**config.mk**
```make
export PLATFORM = sky130hd
export DESIGN_NAME = sap_register_bank_flat
export DESIGN_NICKNAME = d
export VERILOG_FILES = /design/src/rtl/sap_pkg.sv /design/src/rtl/sap_register_bank_if.sv /design/src/rtl/sap_scan_counter.sv /design/src/rtl/sap_register_bank.sv /design/src/flat_wrapper.sv
export SDC_FILE = /design/constraint.sdc
export NUM_CORES = 1
export LEC_CHECK = 0
export CORE_MARGIN = 1.5
export CORE_UTILIZATION = 35
export CTS_BUF_LIST = sky130_fd_sc_hd__clkbuf_8
export CTS_CLUSTER_SIZE = 10
export DETAILED_ROUTE_END_ITERATION = 8
export HOLD_SLACK_MARGIN = 0.1
export PLACE_DENSITY_LB_ADDON = 0.25
export SLEW_MARGIN = 15
export SYNTH_ARGS = -nofsm -noshare
export SYNTH_HDL_FRONTEND = slang
export SYNTH_SLANG_ARGS = --single-unit
export TNS_END_PERCENT = 50
```
**constraint.sdc**
```tcl
create_clock -name clk -period 6.4 [get_ports clk]
set_clock_uncertainty 0.1 [all_clocks]
set_input_delay 1.92 -clock clk [delete_from_list [all_inputs] [get_ports clk]]
set_output_delay 1.92 -clock clk [all_outputs]
set_load 0.02 [all_outputs]
```
**src/rtl/sap_pkg.sv**
```systemverilog
// sap_pkg: shared definitions for the SAP register bank and its debug scanner.
//   SAP_WIDTH  - default register / bus width
//   sap_op_e   - write operations, listed from highest to lowest priority
//   sap_addr_w - select width for an n-entry array (at least 1 bit)
package sap_pkg;

  localparam int SAP_WIDTH = 8;

  typedef enum logic [2:0] {
    OP_NONE  = 3'd0,
    OP_CLEAR = 3'd1,
    OP_LOAD  = 3'd2,
    OP_INC   = 3'd3,
    OP_DEC   = 3'd4
  } sap_op_e;

  function automatic int sap_addr_w(input int n);
    return (n > 1) ? $clog2(n) : 1;
  endfunction

endpackage

```
**src/rtl/sap_register_bank_if.sv**
```systemverilog
// sap_register_bank_if: SAP bus bundle for the register bank.
//   write side : bus_in, wr_sel, load, clear, inc, dec
//   read side  : rd_sel, oe -> bus_out, bus_valid
//   flags      : zero, carry
//   debug      : debug_idx, debug_out
// master drives the control inputs; slave is the register bank.
interface sap_register_bank_if
  import sap_pkg::*;
#(
  parameter int WIDTH = SAP_WIDTH,
  parameter int NREGS = 4
);
  localparam int ADDR_W = sap_addr_w(NREGS);

  logic [WIDTH-1:0]  bus_in;
  logic [ADDR_W-1:0] wr_sel;
  logic              load;
  logic              clear;
  logic              inc;
  logic              dec;
  logic [ADDR_W-1:0] rd_sel;
  logic              oe;
  logic [WIDTH-1:0]  bus_out;
  logic              bus_valid;
  logic              zero;
  logic              carry;
  logic [ADDR_W-1:0] debug_idx;
  logic [WIDTH-1:0]  debug_out;

  modport master (
    output bus_in, wr_sel, load, clear, inc, dec, rd_sel, oe,
    input  bus_out, bus_valid, zero, carry, debug_idx, debug_out
  );

  modport slave (
    input  bus_in, wr_sel, load, clear, inc, dec, rd_sel, oe,
    output bus_out, bus_valid, zero, carry, debug_idx, debug_out
  );

endinterface

```
**src/rtl/sap_scan_counter.sv**
```systemverilog
// sap_scan_counter: free-running debug scanner for SAP display muxes.
// Counts SCAN_DIV clocks per step; each terminal count advances debug_idx,
// wrapping NREGS-1 -> 0.
//   clk       in   system clock
//   reset     in   synchronous active-high reset (counter and index to 0)
//   debug_idx out  entry currently selected for display
module sap_scan_counter
  import sap_pkg::*;
#(
  parameter int SCAN_DIV = 27000000,
  parameter int NREGS    = 4,
  localparam int ADDR_W  = sap_addr_w(NREGS)
) (
  input  logic              clk,
  input  logic              reset,
  output logic [ADDR_W-1:0] debug_idx
);

  localparam int CNT_W = sap_addr_w(SCAN_DIV);

  logic [CNT_W-1:0] cnt;
  logic             tc;

  assign tc = (cnt == CNT_W'(SCAN_DIV - 1));

  always_ff @(posedge clk) begin
    if (reset) begin
      cnt       <= '0;
      debug_idx <= '0;
    end else if (tc) begin
      cnt       <= '0;
      debug_idx <= (debug_idx == ADDR_W'(NREGS - 1)) ? '0 : debug_idx + ADDR_W'(1);
    end else begin
      cnt <= cnt + CNT_W'(1);
    end
  end

endmodule

```
**src/rtl/sap_register_bank.sv**
```systemverilog
// sap_register_bank: NREGS x WIDTH register bank on the shared SAP bus.
// Each cycle at most one register (wr_sel) is written, priority
// clear > load > (inc&dec: no-op) > inc > dec, modulo 2^WIDTH.
// zero/carry reflect the last effective write. Reads are registered with
// one cycle of latency; bus_valid follows oe. A scan counter walks
// debug_idx across the registers for the LED display.
//   clk, reset : system clock, synchronous active-high reset
//   bus        : sap_register_bank_if.slave (all data/control/flag/debug)
// Build option: SAP_BANK_BYPASS_EN forwards a same-cycle write to the read
// port; without it a colliding read returns the pre-write value.
module sap_register_bank
  import sap_pkg::*;
#(
  parameter int WIDTH    = SAP_WIDTH,
  parameter int NREGS    = 4,
  parameter int SCAN_DIV = 27000000
) (
  input  logic                 clk,
  input  logic                 reset,
  sap_register_bank_if.slave   bus
);

  localparam int ADDR_W = sap_addr_w(NREGS);

  logic [NREGS-1:0][WIDTH-1:0] regs;

  sap_op_e          op;
  logic             wr_hit;
  logic             wr_en;
  logic             wrap;
  logic [WIDTH-1:0] cur;
  logic [WIDTH-1:0] wr_val;
  logic             rd_hit;
  logic [WIDTH-1:0] rd_val;
  logic [ADDR_W-1:0] debug_idx;

  // op decode and next value for reg[wr_sel]
  always_comb begin
    op = OP_NONE;
    if (bus.clear)                 op = OP_CLEAR;
    else if (bus.load)             op = OP_LOAD;
    else if (bus.inc && bus.dec)   op = OP_NONE;
    else if (bus.inc)              op = OP_INC;
    else if (bus.dec)              op = OP_DEC;

    // select can exceed NREGS only when NREGS is not a power of two
    wr_hit = (int'(bus.wr_sel) < NREGS);
    cur    = wr_hit ? regs[bus.wr_sel] : '0;
    wr_val = cur;
    wrap   = 1'b0;
    case (op)
      OP_CLEAR: wr_val = '0;
      OP_LOAD:  wr_val = bus.bus_in;
      OP_INC: begin
        wr_val = cur + WIDTH'(1);
        wrap   = &cur;
      end
      OP_DEC: begin
        wr_val = cur - WIDTH'(1);
        wrap   = ~|cur;
      end
      default: ;
    endcase
    wr_en = wr_hit && (op != OP_NONE);
  end

  always_ff @(posedge clk) begin
    if (reset) begin
      regs <= '0;
    end else if (wr_en) begin
      for (int i = 0; i < NREGS; i++)
        if (bus.wr_sel == ADDR_W'(i)) regs[i] <= wr_val;
    end
  end

  // flags only move on an effective write
  always_ff @(posedge clk) begin
    if (reset) begin
      bus.zero  <= 1'b0;
      bus.carry <= 1'b0;
    end else if (wr_en) begin
      bus.zero  <= (wr_val == '0);
      bus.carry <= wrap;
    end
  end

  // read port
  always_comb begin
    rd_hit = (int'(bus.rd_sel) < NREGS);
    rd_val = rd_hit ? regs[bus.rd_sel] : '0;
`ifdef SAP_BANK_BYPASS_EN
    if (wr_en && rd_hit && (bus.wr_sel == bus.rd_sel)) rd_val = wr_val;
`endif
  end

  always_ff @(posedge clk) begin
    if (reset) begin
      bus.bus_out   <= '0;
      bus.bus_valid <= 1'b0;
    end else begin
      bus.bus_out   <= bus.oe ? rd_val : '0;
      bus.bus_valid <= bus.oe;
    end
  end

  // debug scan
  sap_scan_counter #(
    .SCAN_DIV (SCAN_DIV),
    .NREGS    (NREGS)
  ) u_scan (
    .clk       (clk),
    .reset     (reset),
    .debug_idx (debug_idx)
  );

  assign bus.debug_idx = debug_idx;
  assign bus.debug_out = regs[debug_idx];

endmodule

```
**src/flat_wrapper.sv**
```systemverilog
// flat-port wrapper written by rule: the top's interface ports become plain ports
module sap_register_bank_flat import sap_pkg::*;
#(
  parameter int WIDTH    = SAP_WIDTH,
  parameter int NREGS    = 4,
  parameter int SCAN_DIV = 27000000
)
  (clk, reset, bus_bus_in, bus_wr_sel, bus_load, bus_clear, bus_inc, bus_dec, bus_rd_sel, bus_oe, bus_bus_out, bus_bus_valid, bus_zero, bus_carry, bus_debug_idx, bus_debug_out);
  sap_register_bank_if #(.WIDTH(WIDTH), .NREGS(NREGS)) bus_i ();
  input  logic clk;
  input  logic reset;
  input wire logic [$bits(bus_i.bus_in)-1:0] bus_bus_in;
  input wire logic [$bits(bus_i.wr_sel)-1:0] bus_wr_sel;
  input wire logic [$bits(bus_i.load)-1:0] bus_load;
  input wire logic [$bits(bus_i.clear)-1:0] bus_clear;
  input wire logic [$bits(bus_i.inc)-1:0] bus_inc;
  input wire logic [$bits(bus_i.dec)-1:0] bus_dec;
  input wire logic [$bits(bus_i.rd_sel)-1:0] bus_rd_sel;
  input wire logic [$bits(bus_i.oe)-1:0] bus_oe;
  output wire logic [$bits(bus_i.bus_out)-1:0] bus_bus_out;
  output wire logic [$bits(bus_i.bus_valid)-1:0] bus_bus_valid;
  output wire logic [$bits(bus_i.zero)-1:0] bus_zero;
  output wire logic [$bits(bus_i.carry)-1:0] bus_carry;
  output wire logic [$bits(bus_i.debug_idx)-1:0] bus_debug_idx;
  output wire logic [$bits(bus_i.debug_out)-1:0] bus_debug_out;
  assign bus_i.bus_in = bus_bus_in;
  assign bus_i.wr_sel = bus_wr_sel;
  assign bus_i.load = bus_load;
  assign bus_i.clear = bus_clear;
  assign bus_i.inc = bus_inc;
  assign bus_i.dec = bus_dec;
  assign bus_i.rd_sel = bus_rd_sel;
  assign bus_i.oe = bus_oe;
  assign bus_bus_out = bus_i.bus_out;
  assign bus_bus_valid = bus_i.bus_valid;
  assign bus_zero = bus_i.zero;
  assign bus_carry = bus_i.carry;
  assign bus_debug_idx = bus_i.debug_idx;
  assign bus_debug_out = bus_i.debug_out;
  sap_register_bank #(.WIDTH(WIDTH), .NREGS(NREGS), .SCAN_DIV(SCAN_DIV)) u_core (.clk(clk), .reset(reset), .bus(bus_i));
endmodule
```
==> reports/qor.txt <==
reg-to-reg startpoint -> u_core.regs[25]$_SDFFE_PP0P_
Comb pwr share -> 15.2%
Netlist cell types -> 57
Reg2Reg Setup Slack -> 3.18 ns
clock slew at reported path FFs -> 0.07 ns
P_int -> 722 µW
Max VDD drop -> 130 µV
WL final -> 9680 µm
Final Max Slew Viols -> 0
Worst-Skew Late Latency -> 0.35 ns
R2R Path End -> u_core.bus.zero$_SDFFE_PP0P_
startpoint types -> input port
critical path class -> input port to flip-flop
hold crit path type -> flip-flop to flip-flop
vias in the first global route -> 3088
CP arrival -> 5.59 ns
RePlAce Congestion -> 0.916
antenna violations before repair -> 0
commonest non-fill, non-tap cells in the layout -> nor2_1, dfxtp_1, clkdlybuf4s50_1
final setup TNS -> 0 ns
CTS sink count -> 70
Warnings, synthesis -> 0
vias after detailed routing -> 3143
number of synthesized register bits -> 70
Worst setup EP type -> flip-flop
detailed-route DRC error count -> 0
final setup fails -> 0
I/O pin count -> 40
max_cap viols -> 0
max incr delay on CP -> 0.88 ns
drt first pass iters -> 5
critical path, cell by cell -> clkdlybuf4s50_1 -> mux2i_1 -> mux2i_1 -> fa_1 -> and3_1 -> o311ai_1 -> nand3_1 -> a2111o_1 -> or2_0 -> a31o_1 -> o211a_1
largest net degree at the start of global routing -> 26
most frequent CP cell -> mux2i_1
Flop pwr share -> 47.5%
fin crit share -> 85.1%
Yosys top cell by area -> dfxtp_1
number of diodes -> 0
register area share after synthesis -> 36.7%
Hold Fails Final Rpt -> 0
layout cell share with drive strength beyond 1 -> 12.8%
crit path from -> bus_wr_sel[1]
Root Driver -> clkbuf_8
Post-CTS Hold Fix Bufs -> 0
critical path depth in cells -> 11
overall die width -> 107 µm
LEAKAGE -> 0.00162 µW
switching share of total power -> 26.7%
antenna-violating nets left -> 0
fin util -> 43.2%
H-tree levels -> 3
post-CTS setup buffer count -> 0
Overflow after GRT -> 0
first-pass GRT wire length -> 16000 µm
Synth Flop Type -> dfxtp_1
Buffers & Inverters on Critical Path -> 1
Async S/R FF share, synth -> 0%
Iteration-0 DRC Markers -> 237
PD cells -> 218 nW/µm²
RSZ-0062 raised after global routing -> no
placed cells -> 556
Starting Density -> 36.5%
clock share of power -> 37.4%
CP required -> 6.55 ns
ranking of synthesized cells by area -> dfxtp_1, mux4_2, nor2_1
Synth Instances -> 398
fmax -> 184 MHz
Post-synth EDFFs -> 0
Slew HR -> 48.0%
Final Non-Filler Cells -> 572
I/O Buffers -> 39
nets -> 458
overall routing resource usage -> 18.0%
detailed placement HPWL -> 7000 µm
row count -> 37
P_sw -> 262 µW
worst hold slack -> 0.384 ns
clk buf depth -> 2
Worst R2R Path Depth -> 9
DIE HEIGHT -> 107 µm
Critical-path top delay cell -> clkdlybuf4s50_1
worst-path maximum fanout -> 14
status -> finished, final reports clean
Slew @ Worst Pin -> 0.778 ns
WL/cell -> 16.9 µm
top cell type's share of synthesized area -> 36.7%
Synth Cell Area -> 3820 µm²
die area -> 11500 µm²
worst setup path end -> u_core.bus.zero$_SDFFE_PP0P_
Synth-to-Final Area Change -> 18.5%
synthesized area per cell -> 9.59 µm²
delay-heaviest family, CP -> compound AO/OA/AOI/OAI gates
commonest non-fill, non-tap cell in the layout -> nor2_1
Core Footprint -> 10500 µm²
minimum clock period -> 5.44 ns
vias per cell -> 5.49
post-synthesis net count -> 425
Num CTS Buffers -> 9
post-cts repair resize count -> 0
CTS tree -> done
-- layer usage --
metal	GRT usage [%]	share of wire, %	vias up
met5	0	0	-
met4	6.77	2.4	0
met3	4.36	6.0	21
met2	29.1	47	120
met1	23.3	44	1497
li1	-	-	1505
-- area by class of cell --
type / count / area, µm²
Sequential cell: 70 / 1400
Clock inverter: 5 / 57.6
Clock buffer: 11 / 151
Tap cell: 136 / 170
Fill cell: 1050 / 5940
Timing Repair Buffer: 43 / 420
Inverter: 14 / 52.6
Multi-Input combinational cell: 293 / 2270
-- state kept, by name, summed over array words and instances (netlist names) --
name,cells
u_core.bus.bus_out,8
u_core.bus.bus_valid,1
u_core.bus.carry,1
u_core.bus.zero,1
u_core.regs,32
u_core.u_scan.cnt,25
u_core.u_scan.debug_idx,2
-- per-stage QoR --
step	worst slack (ns)	instance area (µm²)	total power, µW
after CTS	1.01	4520	995
after detailed placement	0.628	4310	624
after floorplan	1.24	3820	573
after global routing	0.756	4520	1030
final	0.957	4520	984
after global placement	0.786	4310	622
-- power groups by stage --
stage / combinational, µW / sequential [µW] / clock, µW
3_5_place_dp: 148 / 476 / 0
4_1_cts: 148 / 466 / 380
3_3_place_gp: 146 / 476 / 0
2_1_floorplan: 99.6 / 474 / 0
5_1_grt: 161 / 469 / 400
6_report: 149 / 467 / 368
-- worst min path at each step --
stage	cells past startpoint	from	slack (ns)	endpoint
after CTS	1	u_core.u_scan.cnt[0]$_SDFF_PP0_	0.39	u_core.u_scan.cnt[0]$_SDFF_PP0_
after floorplan	1	u_core.u_scan.cnt[0]$_SDFF_PP0_	0.34	u_core.u_scan.cnt[0]$_SDFF_PP0_
after global placement	1	u_core.u_scan.cnt[0]$_SDFF_PP0_	0.36	u_core.u_scan.cnt[0]$_SDFF_PP0_
after global routing	2	u_core.bus.carry$_SDFFE_PP0P_	0.41	u_core.bus.carry$_SDFFE_PP0P_
after detailed placement	1	u_core.u_scan.cnt[0]$_SDFF_PP0_	0.38	u_core.u_scan.cnt[0]$_SDFF_PP0_
final	1	u_core.u_scan.cnt[0]$_SDFF_PP0_	0.38	u_core.u_scan.cnt[0]$_SDFF_PP0_
-- Yosys cell counts, types with 4 or more instances --
library cell,instances
nor3_1,8
nand3_1,15
and2_1,7
mux2i_1,10
and4_1,4
a211oi_1,25
a211oi_2,4
nand2_1,9
xnor2_1,14
inv_1,14
mux4_2,23
nor2_1,81
clkbuf_1,17
nor2b_1,12
dfxtp_1,70
nand2b_1,8
xor2_1,12
ha_1,7
-- cell families (layout without fill, tap and decap cells) --
group | Yosys count | count (layout) | synth area share [%]
simple gates | 165 | 165 | 21.2
flops | 70 | 70 | 36.7
compound gates | 60 | 60 | 12.9
buf+inv | 35 | 73 | 3.87
mux | 34 | 34 | 16.5
xor+xnor | 26 | 26 | 5.97
fa+ha+maj | 8 | 8 | 2.82
Power figures use the tool's default switching activity.
